===== src/rtl/cci_rd_arbiter_pkg.sv =====
`default_nettype none
// +----------------------------------------------------------------------+
// | cci_rd_arb_pkg: width derivations and mdata pack/unpack helpers       |
// | Revision: 1.0                                                        |
// +----------------------------------------------------------------------+
package cci_rd_arb_pkg;

  function automatic int id_width(input int num_req);
    return (num_req <= 1) ? 1 : $clog2(num_req);
  endfunction

  function automatic int tag_width(input int num_req, input int mdata_w);
    return mdata_w - id_width(num_req);
  endfunction

  function automatic int cnt_width(input int max_out);
    return $clog2(max_out + 1);
  endfunction

  // Helpers work on a 32-bit carrier; callers cast to the real mdata width.
  function automatic logic [31:0] mdata_pack(input logic [31:0] id, input logic [31:0] tag,
                                             input int tag_w);
    return (id << tag_w) | (tag & ((32'd1 << tag_w) - 32'd1));
  endfunction

  function automatic logic [31:0] mdata_id(input logic [31:0] mdata, input int mdata_w,
                                           input int id_w);
    return (mdata >> (mdata_w - id_w)) & ((32'd1 << id_w) - 32'd1);
  endfunction

  function automatic logic [31:0] mdata_tag(input logic [31:0] mdata, input int tag_w);
    return mdata & ((32'd1 << tag_w) - 32'd1);
  endfunction

endpackage
`default_nettype wire


===== src/rtl/cci_rd_arbiter_if.sv =====
`default_nettype none
// +----------------------------------------------------------------------+
// | cci_rd_arbiter_if: requester, host request and host response bundle  |
// | Revision: 1.0                                                        |
// +----------------------------------------------------------------------+
interface cci_rd_arbiter_if
  import cci_rd_arb_pkg::*;
#(
  parameter int NUM_REQ = 4,
  parameter int ADDR_W  = 64,
  parameter int MDATA_W = 16
);
  localparam int TAG_W = tag_width(NUM_REQ, MDATA_W);

  logic [NUM_REQ-1:0]        req_valid;
  logic [NUM_REQ*ADDR_W-1:0] req_addr;
  logic [NUM_REQ*TAG_W-1:0]  req_tag;
  logic [NUM_REQ-1:0]        req_ready;
  logic                      out_available;
  logic                      out_en;
  logic [ADDR_W-1:0]         out_addr;
  logic [MDATA_W-1:0]        out_mdata;
  logic                      resp_valid;
  logic [511:0]              resp_data;
  logic [MDATA_W-1:0]        resp_mdata;
  logic [NUM_REQ-1:0]        rsp_valid;
  logic [511:0]              rsp_data;
  logic [TAG_W-1:0]          rsp_tag;
  logic                      busy;
  logic                      err;

  modport slave (
    input  req_valid, req_addr, req_tag, out_available, resp_valid, resp_data, resp_mdata,
    output req_ready, out_en, out_addr, out_mdata, rsp_valid, rsp_data, rsp_tag, busy, err
  );

  modport master (
    output req_valid, req_addr, req_tag, out_available, resp_valid, resp_data, resp_mdata,
    input  req_ready, out_en, out_addr, out_mdata, rsp_valid, rsp_data, rsp_tag, busy, err
  );
endinterface
`default_nettype wire


===== src/rtl/cci_rd_arbiter_rr_priority_pick.sv =====
`default_nettype none
// +----------------------------------------------------------------------+
// | rr_priority_pick: one-hot pick of first eligible bit at/after ptr    |
// | Revision: 1.0                                                        |
// +----------------------------------------------------------------------+
module rr_priority_pick #(
  parameter int N     = 4,
  parameter int PTR_W = 2
) (
  input  logic [N-1:0]     elig,
  input  logic [PTR_W-1:0] ptr,
  output logic [N-1:0]     gnt
);
  logic found;

  // Outer loop walks the rotated search order; exactly one i matches each k.
  always_comb begin
    gnt   = '0;
    found = 1'b0;
    for (int k = 0; k < N; k++) begin
      for (int i = 0; i < N; i++) begin
        if (!found && elig[i] && (((int'(ptr) + k) % N) == i)) begin
          gnt[i] = 1'b1;
          found  = 1'b1;
        end
      end
    end
  end
endmodule
`default_nettype wire


===== src/rtl/cci_rd_arbiter.sv =====
`default_nettype none
// +----------------------------------------------------------------------+
// | cci_rd_arbiter: round-robin read merge with id-based response route  |
// | Optional grant statistics: CCI_RD_ARB_STATS_EN. Revision: 1.0         |
// +----------------------------------------------------------------------+
module cci_rd_arbiter
  import cci_rd_arb_pkg::*;
#(
  parameter int NUM_REQ = 4,
  parameter int ADDR_W  = 64,
  parameter int MDATA_W = 16,
  parameter int MAX_OUT = 8
) (
  input  logic                   clk,
  input  logic                   rst_n,
`ifdef CCI_RD_ARB_STATS_EN
  output logic [NUM_REQ*32-1:0]  grant_cnt,
`endif
  cci_rd_arbiter_if.slave        bus
);
  localparam int ID_W  = id_width(NUM_REQ);
  localparam int TAG_W = tag_width(NUM_REQ, MDATA_W);
  localparam int CNT_W = cnt_width(MAX_OUT);
  localparam logic [CNT_W-1:0] CNT_MAX = CNT_W'(MAX_OUT);

  logic [ID_W-1:0]    p_q, p_d;
  logic [CNT_W-1:0]   outst_q [NUM_REQ];
  logic [CNT_W-1:0]   outst_d [NUM_REQ];
  logic               out_en_q, out_en_d;
  logic [ADDR_W-1:0]  out_addr_q, out_addr_d;
  logic [MDATA_W-1:0] out_mdata_q, out_mdata_d;
  logic [NUM_REQ-1:0] rsp_valid_q, rsp_valid_d;
  logic [511:0]       rsp_data_q, rsp_data_d;
  logic [TAG_W-1:0]   rsp_tag_q, rsp_tag_d;
  logic               err_q, err_d;

  logic [NUM_REQ-1:0] elig, pick, grant, resp_hit, nonzero;
  logic [ID_W-1:0]    gnt_idx, resp_id;
  logic [ADDR_W-1:0]  gnt_addr;
  logic [TAG_W-1:0]   gnt_tag;
  logic               id_ok, underflow;

  always_comb begin
    for (int i = 0; i < NUM_REQ; i++) begin
      elig[i] = bus.req_valid[i] && (outst_q[i] != CNT_MAX);
    end
  end

  rr_priority_pick #(.N(NUM_REQ), .PTR_W(ID_W)) u_pick (
    .elig (elig),
    .ptr  (p_q),
    .gnt  (pick)
  );

  // Reset masks the grant so nothing can transfer during the reset cycle.
  assign grant         = (rst_n && bus.out_available) ? pick : '0;
  assign bus.req_ready = grant;

  always_comb begin
    gnt_idx  = '0;
    gnt_addr = '0;
    gnt_tag  = '0;
    for (int i = 0; i < NUM_REQ; i++) begin
      if (grant[i]) begin
        gnt_idx  |= ID_W'(i);
        gnt_addr |= bus.req_addr[i*ADDR_W +: ADDR_W];
        gnt_tag  |= bus.req_tag[i*TAG_W +: TAG_W];
      end
    end
  end

  assign resp_id = ID_W'(mdata_id(32'(bus.resp_mdata), MDATA_W, ID_W));
  assign id_ok   = (32'(resp_id) < 32'(NUM_REQ));

  always_comb begin
    resp_hit  = '0;
    underflow = 1'b0;
    for (int i = 0; i < NUM_REQ; i++) begin
      resp_hit[i] = bus.resp_valid && id_ok && (resp_id == ID_W'(i));
      if (resp_hit[i] && (outst_q[i] == '0)) underflow = 1'b1;
    end
  end

  // A grant and a response for the same requester in one cycle cancel out.
  always_comb begin
    for (int i = 0; i < NUM_REQ; i++) begin
      outst_d[i] = outst_q[i];
      if (grant[i] && !resp_hit[i]) begin
        outst_d[i] = outst_q[i] + CNT_W'(1);
      end else if (resp_hit[i] && !grant[i] && (outst_q[i] != '0)) begin
        outst_d[i] = outst_q[i] - CNT_W'(1);
      end
      nonzero[i] = (outst_q[i] != '0);
    end
  end

  always_comb begin
    p_d = p_q;
    if (|grant) p_d = (gnt_idx == ID_W'(NUM_REQ - 1)) ? '0 : gnt_idx + ID_W'(1);
    out_en_d    = |grant;
    out_addr_d  = (|grant) ? gnt_addr : out_addr_q;
    out_mdata_d = (|grant) ? MDATA_W'(mdata_pack(32'(gnt_idx), 32'(gnt_tag), TAG_W))
                           : out_mdata_q;
    rsp_valid_d = resp_hit;
    rsp_data_d  = bus.resp_valid ? bus.resp_data : rsp_data_q;
    rsp_tag_d   = bus.resp_valid ? TAG_W'(mdata_tag(32'(bus.resp_mdata), TAG_W)) : rsp_tag_q;
    err_d       = err_q | (bus.resp_valid && (!id_ok || underflow));
  end

  always_ff @(posedge clk) begin
    if (!rst_n) begin
      p_q         <= '0;
      out_en_q    <= 1'b0;
      out_addr_q  <= '0;
      out_mdata_q <= '0;
      rsp_valid_q <= '0;
      rsp_data_q  <= '0;
      rsp_tag_q   <= '0;
      err_q       <= 1'b0;
      for (int i = 0; i < NUM_REQ; i++) outst_q[i] <= '0;
    end else begin
      p_q         <= p_d;
      out_en_q    <= out_en_d;
      out_addr_q  <= out_addr_d;
      out_mdata_q <= out_mdata_d;
      rsp_valid_q <= rsp_valid_d;
      rsp_data_q  <= rsp_data_d;
      rsp_tag_q   <= rsp_tag_d;
      err_q       <= err_d;
      for (int i = 0; i < NUM_REQ; i++) outst_q[i] <= outst_d[i];
    end
  end

  assign bus.out_en    = out_en_q;
  assign bus.out_addr  = out_addr_q;
  assign bus.out_mdata = out_mdata_q;
  assign bus.rsp_valid = rsp_valid_q;
  assign bus.rsp_data  = rsp_data_q;
  assign bus.rsp_tag   = rsp_tag_q;
  assign bus.err       = err_q;
  assign bus.busy      = |nonzero;

`ifdef CCI_RD_ARB_STATS_EN
  logic [31:0] gcnt_q [NUM_REQ];
  logic [31:0] gcnt_d [NUM_REQ];

  always_comb begin
    for (int i = 0; i < NUM_REQ; i++) begin
      gcnt_d[i] = (grant[i] && (gcnt_q[i] != '1)) ? gcnt_q[i] + 32'd1 : gcnt_q[i];
    end
  end

  always_ff @(posedge clk) begin
    if (!rst_n) begin
      for (int i = 0; i < NUM_REQ; i++) gcnt_q[i] <= '0;
    end else begin
      for (int i = 0; i < NUM_REQ; i++) gcnt_q[i] <= gcnt_d[i];
    end
  end

  for (genvar g = 0; g < NUM_REQ; g++) begin : g_gcnt
    assign grant_cnt[g*32 +: 32] = gcnt_q[g];
  end
`endif
endmodule
`default_nettype wire

===== src/flat_wrapper.sv =====
// flat-port wrapper written by rule: the top's interface ports become plain ports
module cci_rd_arbiter_flat import cci_rd_arb_pkg::*;
#(
  parameter int NUM_REQ = 4,
  parameter int ADDR_W  = 64,
  parameter int MDATA_W = 16,
  parameter int MAX_OUT = 8
)
  (clk, rst_n, bus_req_valid, bus_req_addr, bus_req_tag, bus_out_available, bus_resp_valid, bus_resp_data, bus_resp_mdata, bus_req_ready, bus_out_en, bus_out_addr, bus_out_mdata, bus_rsp_valid, bus_rsp_data, bus_rsp_tag, bus_busy, bus_err);
  cci_rd_arbiter_if #(.NUM_REQ(NUM_REQ), .ADDR_W(ADDR_W), .MDATA_W(MDATA_W)) bus_i ();
  input  logic clk;
  input  logic rst_n;
  input wire logic [$bits(bus_i.req_valid)-1:0] bus_req_valid;
  input wire logic [$bits(bus_i.req_addr)-1:0] bus_req_addr;
  input wire logic [$bits(bus_i.req_tag)-1:0] bus_req_tag;
  input wire logic [$bits(bus_i.out_available)-1:0] bus_out_available;
  input wire logic [$bits(bus_i.resp_valid)-1:0] bus_resp_valid;
  input wire logic [$bits(bus_i.resp_data)-1:0] bus_resp_data;
  input wire logic [$bits(bus_i.resp_mdata)-1:0] bus_resp_mdata;
  output wire logic [$bits(bus_i.req_ready)-1:0] bus_req_ready;
  output wire logic [$bits(bus_i.out_en)-1:0] bus_out_en;
  output wire logic [$bits(bus_i.out_addr)-1:0] bus_out_addr;
  output wire logic [$bits(bus_i.out_mdata)-1:0] bus_out_mdata;
  output wire logic [$bits(bus_i.rsp_valid)-1:0] bus_rsp_valid;
  output wire logic [$bits(bus_i.rsp_data)-1:0] bus_rsp_data;
  output wire logic [$bits(bus_i.rsp_tag)-1:0] bus_rsp_tag;
  output wire logic [$bits(bus_i.busy)-1:0] bus_busy;
  output wire logic [$bits(bus_i.err)-1:0] bus_err;
  assign bus_i.req_valid = bus_req_valid;
  assign bus_i.req_addr = bus_req_addr;
  assign bus_i.req_tag = bus_req_tag;
  assign bus_i.out_available = bus_out_available;
  assign bus_i.resp_valid = bus_resp_valid;
  assign bus_i.resp_data = bus_resp_data;
  assign bus_i.resp_mdata = bus_resp_mdata;
  assign bus_req_ready = bus_i.req_ready;
  assign bus_out_en = bus_i.out_en;
  assign bus_out_addr = bus_i.out_addr;
  assign bus_out_mdata = bus_i.out_mdata;
  assign bus_rsp_valid = bus_i.rsp_valid;
  assign bus_rsp_data = bus_i.rsp_data;
  assign bus_rsp_tag = bus_i.rsp_tag;
  assign bus_busy = bus_i.busy;
  assign bus_err = bus_i.err;
  cci_rd_arbiter #(.NUM_REQ(NUM_REQ), .ADDR_W(ADDR_W), .MDATA_W(MDATA_W), .MAX_OUT(MAX_OUT)) u_core (.clk(clk), .rst_n(rst_n), .bus(bus_i));
endmodule

===== config.mk =====
export PLATFORM = sky130hd
export DESIGN_NAME = cci_rd_arbiter_flat
export DESIGN_NICKNAME = d
export VERILOG_FILES = /design/src/rtl/cci_rd_arbiter_pkg.sv /design/src/rtl/cci_rd_arbiter_if.sv /design/src/rtl/cci_rd_arbiter_rr_priority_pick.sv /design/src/rtl/cci_rd_arbiter.sv /design/src/flat_wrapper.sv
export SDC_FILE = /design/constraint.sdc
export NUM_CORES = 1
export LEC_CHECK = 0
export CORE_AREA = 2 2 574 576
export CTS_BUF_LIST = sky130_fd_sc_hd__clkbuf_16
export DETAILED_ROUTE_END_ITERATION = 16
export DIE_AREA = 0 0 576 578
export GPL_TIMING_DRIVEN = 0
export MAX_ROUTING_LAYER = met4
export PLACE_DENSITY_LB_ADDON = 0.3
export SKIP_LAST_GASP = 1
export SYNTH_ARGS = -nofsm -noshare
export SYNTH_HDL_FRONTEND = slang
export SYNTH_SLANG_ARGS = --single-unit

===== constraint.sdc =====
create_clock -name clk -period 2.85 [get_ports clk]
set_clock_uncertainty 0.1 [all_clocks]
set_input_delay 0.4275 -clock clk [delete_from_list [all_inputs] [get_ports clk]]
set_output_delay 0.4275 -clock clk [all_outputs]
set_load 0.1 [all_outputs]

==> impl_metrics.tcl <==
set metrics [dict create \
    ys_seq_area_frac 0.530 \
    setup_viol 5 \
    synth_nets 3192 \
    clk_latency_ps 770 \
    grt_use_total 0.137 \
    start_kind "flip-flop" \
    cts_tree "done" \
    final_cells 8415 \
    status "finished, violations left" \
    grt_use_met3 0.0614 \
    netlist_area_um2 23800 \
    die_w_um 576 \
    grt_max_degree 16 \
    crit_fanout 4 \
    start_util 0.0729 \
    globalplace.congestion 0.942 \
    final-max-slew-violation-count 0 \
    p_leak_nw 19.7 \
    busiest_layer "met2" \
    power_mw 30.4 \
    firstDrtPassIters 6 \
    vias 25400 \
    htree_levels 3 \
    slowest_delay_ps 490 \
    required_ps 2320 \
    violations "negative setup slack" \
    drive_gt1_frac 0.0860 \
    coreArea_um2 326000 \
    grt.met1_usage 0.145 \
    slew_headroom 0.0881 \
    n_fill_cell 37100 \
    post-route-util 0.144 \
    dp.cells 8145 \
    cts_root_buf "clkbuf_16" \
    synth_cells 2332 \
    avgRoutedWirePerCell_um 27.5 \
    peakVddDrop_mv 0.404 \
    yosysWarnings 0 \
    grt_pass1_vias 25600 \
    drt_drc_violations_left 0 \
    grt_use_met2 0.228 \
    gr-total-overflow 0 \
    syn_area_per_cell_um2 10.2 \
    synthDistinctLibCells 54 \
    period_share 1.08 \
    synthFlopType "dfxtp_1" \
    cts_max_path_buffers 4 \
    dieHeight_um 578 \
    end_kind "output pin" \
    hold_viol 0 \
    path_cells "nor4b_4, buf_4, o22ai_4, a2111oi_4, buf_2, buf_12" \
    cap_violations 0 \
    rows 210 \
    io_buffer_count 1462 \
    wl_mm 231 \
    period_needed_ps 3070 \
    antenna_left 0 \
    pwr_density_cell_nw_per_um2 644 \
    fmax_mhz 326 \
    pin_count 1465 \
    antenna_found_initial 160 \
    cp.arrival_ps 2540 \
    cts_buffers 92 \
    whs_ps 112 \
    path_class "reg2out" \
    tightest_slew_ps 1370 \
    area_growth_pct 98.3 \
    synth_seq_cells 630 \
    hpwlAfterDp_mm 204 \
    rsz0062_at_grt "yes" \
    slowest_stage "a2111oi_4" \
    final_nets 4786 \
    synth_edf_count 0 \
    drtIter0Drc 1365 \
    cts_sinks 630 \
    clk_pin_slew_ps 60 \
    dieArea_um2 333000 \
    grt_pass1_wl_mm 286 \
    layout_setup_ws_ps -218 \
    setup_tns_ps -755 \
    avgViaCountPerCell 3.02 \
    async_reset_ff_frac 0 \
    hold_class "in2reg" \
]
metrics by stage:
step,setup WS [ps],cell area [µm²]
after floorplan,-1130,23900
after global placement,-2900,43900
after detailed placement,-1410,44000
after CTS,-354,46800
after global routing,-370,47100
final,-218,47100
power by group:
group,switching [mW],internal (mW)
clock,4.84,6.71
combinational,6.60,2.39
sequential,0.423,9.42
cells in the mapped netlist (all sizes together), types with 2 or more instances:
master	instances	area share
ha	8	0.0042
or4b	2	0.00084
a21oi	7	0.0015
o211ai	79	0.025
o32ai	2	0.00074
or4	2	0.00063
or3b	2	0.00074
a22oi	158	0.050
nand3	6	0.0013
clkbuf	109	0.017
nor4b	4	0.0026
mux2i	539	0.23
nand2	99	0.016
a211oi	6	0.0023
buf	65	0.011
dfxtp	630	0.53
xor2	3	0.0011
nand3b	2	0.00063
nand2b	6	0.0016
o31ai	4	0.0015
nor2	546	0.086
inv	9	0.0014
xnor2	7	0.0026
a21o	4	0.0013
nor4	4	0.0011
fa	4	0.0034
o22ai	2	0.00053
o21ai	7	0.0015
registers in the layout, summed over array words and instances (netlist names):
register,cells
u_core.bus.out_mdata,16
u_core.bus.rsp_data,512
u_core.bus.out_en,1
u_core.bus.rsp_valid,4
u_core.bus.rsp_tag,14
u_core.bus.out_addr,64
u_core.outst_q,16
u_core.bus.err,1
u_core.p_q,2
path summary, 6_finish.rpt:
check	from	to	slack [ps]	cells after the start
min	bus_resp_data[109]	u_core.bus.rsp_data[109]	110	3
max	u_core.outst_q[0][13]	bus_req_ready[1]	-220	6
min reg2reg	u_core.bus.out_mdata[14]	u_core.bus.out_mdata[14]	360	2
max reg2reg	u_core.outst_q[0][4]	u_core.outst_q[0][3]	-150	13
routing by layer:
layer | wire, µm | part of all wire
met4 | 7750 | 0.034
met1 | 88200 | 0.38
met3 | 25800 | 0.11
met5 | 0 | 0
met2 | 110000 | 0.47
critical path, delay by kind of cell (launching register included):
family | cells | cell delay [ps]
buf+inv | 3 | 560
flops | 1 | 360
compound gates | 2 | 570
simple gates | 1 | 250
area by class of cell:
class                           instances  area (µm²)  area share
Clock buffer                           93        2330      0.0494
Buffer                                164         709      0.0150
Antenna cell                           81         203     0.00430
Inverter                                9        33.8    0.000717
Timing Repair Buffer                 1510       14500       0.307
Clock inverter                         63         581      0.0123
Multi-Input combinational cell       1519       10700       0.228
Tap cell                             4346        5440       0.115
Sequential cell                       630       12600       0.268
placed cells by master, fill, tap and decap left out, types with 26 or more instances in the layout:
cell type        instances
diode_2                 81
inv_1                   26
dlygate4sd2_1          508
clkbuf_2                29
a22oi_1                153
nand2_1                 97
buf_1                   44
mux2i_1                538
clkdlybuf4s15_2         53
o211ai_1                79
clkbuf_16               94
clkbuf_1                84
nor2_1                 545
clkdlybuf4s50_1        852
buf_4                   35
dfxtp_1                614
kinds of logic (layout without fill, tap and decap cells):
kind of cell	count (synthesis)	in the layout	synth area share
DFF	630	630	0.530
xor gates and xnor gates	10	10	0.00368
other	0	81	0
buffers and inverters	183	1839	0.0299
adders and majority gates	12	12	0.00758
AOI/OAI and AO/OA	276	276	0.0875
and+or+nand+nor	682	682	0.114
muxes	539	539	0.227
what timing repair did:
item                                   in CTS  in global routing
cloned                                      0                  0
buffers inserted                           29                 13
hold buffers                                1                  0
endpoints found under the hold margin       1                  0
setup endpoints to repair                 717                104
pin swaps                                  21                 17
resized for setup                         821                 60
Power figures use the tool's default switching activity.
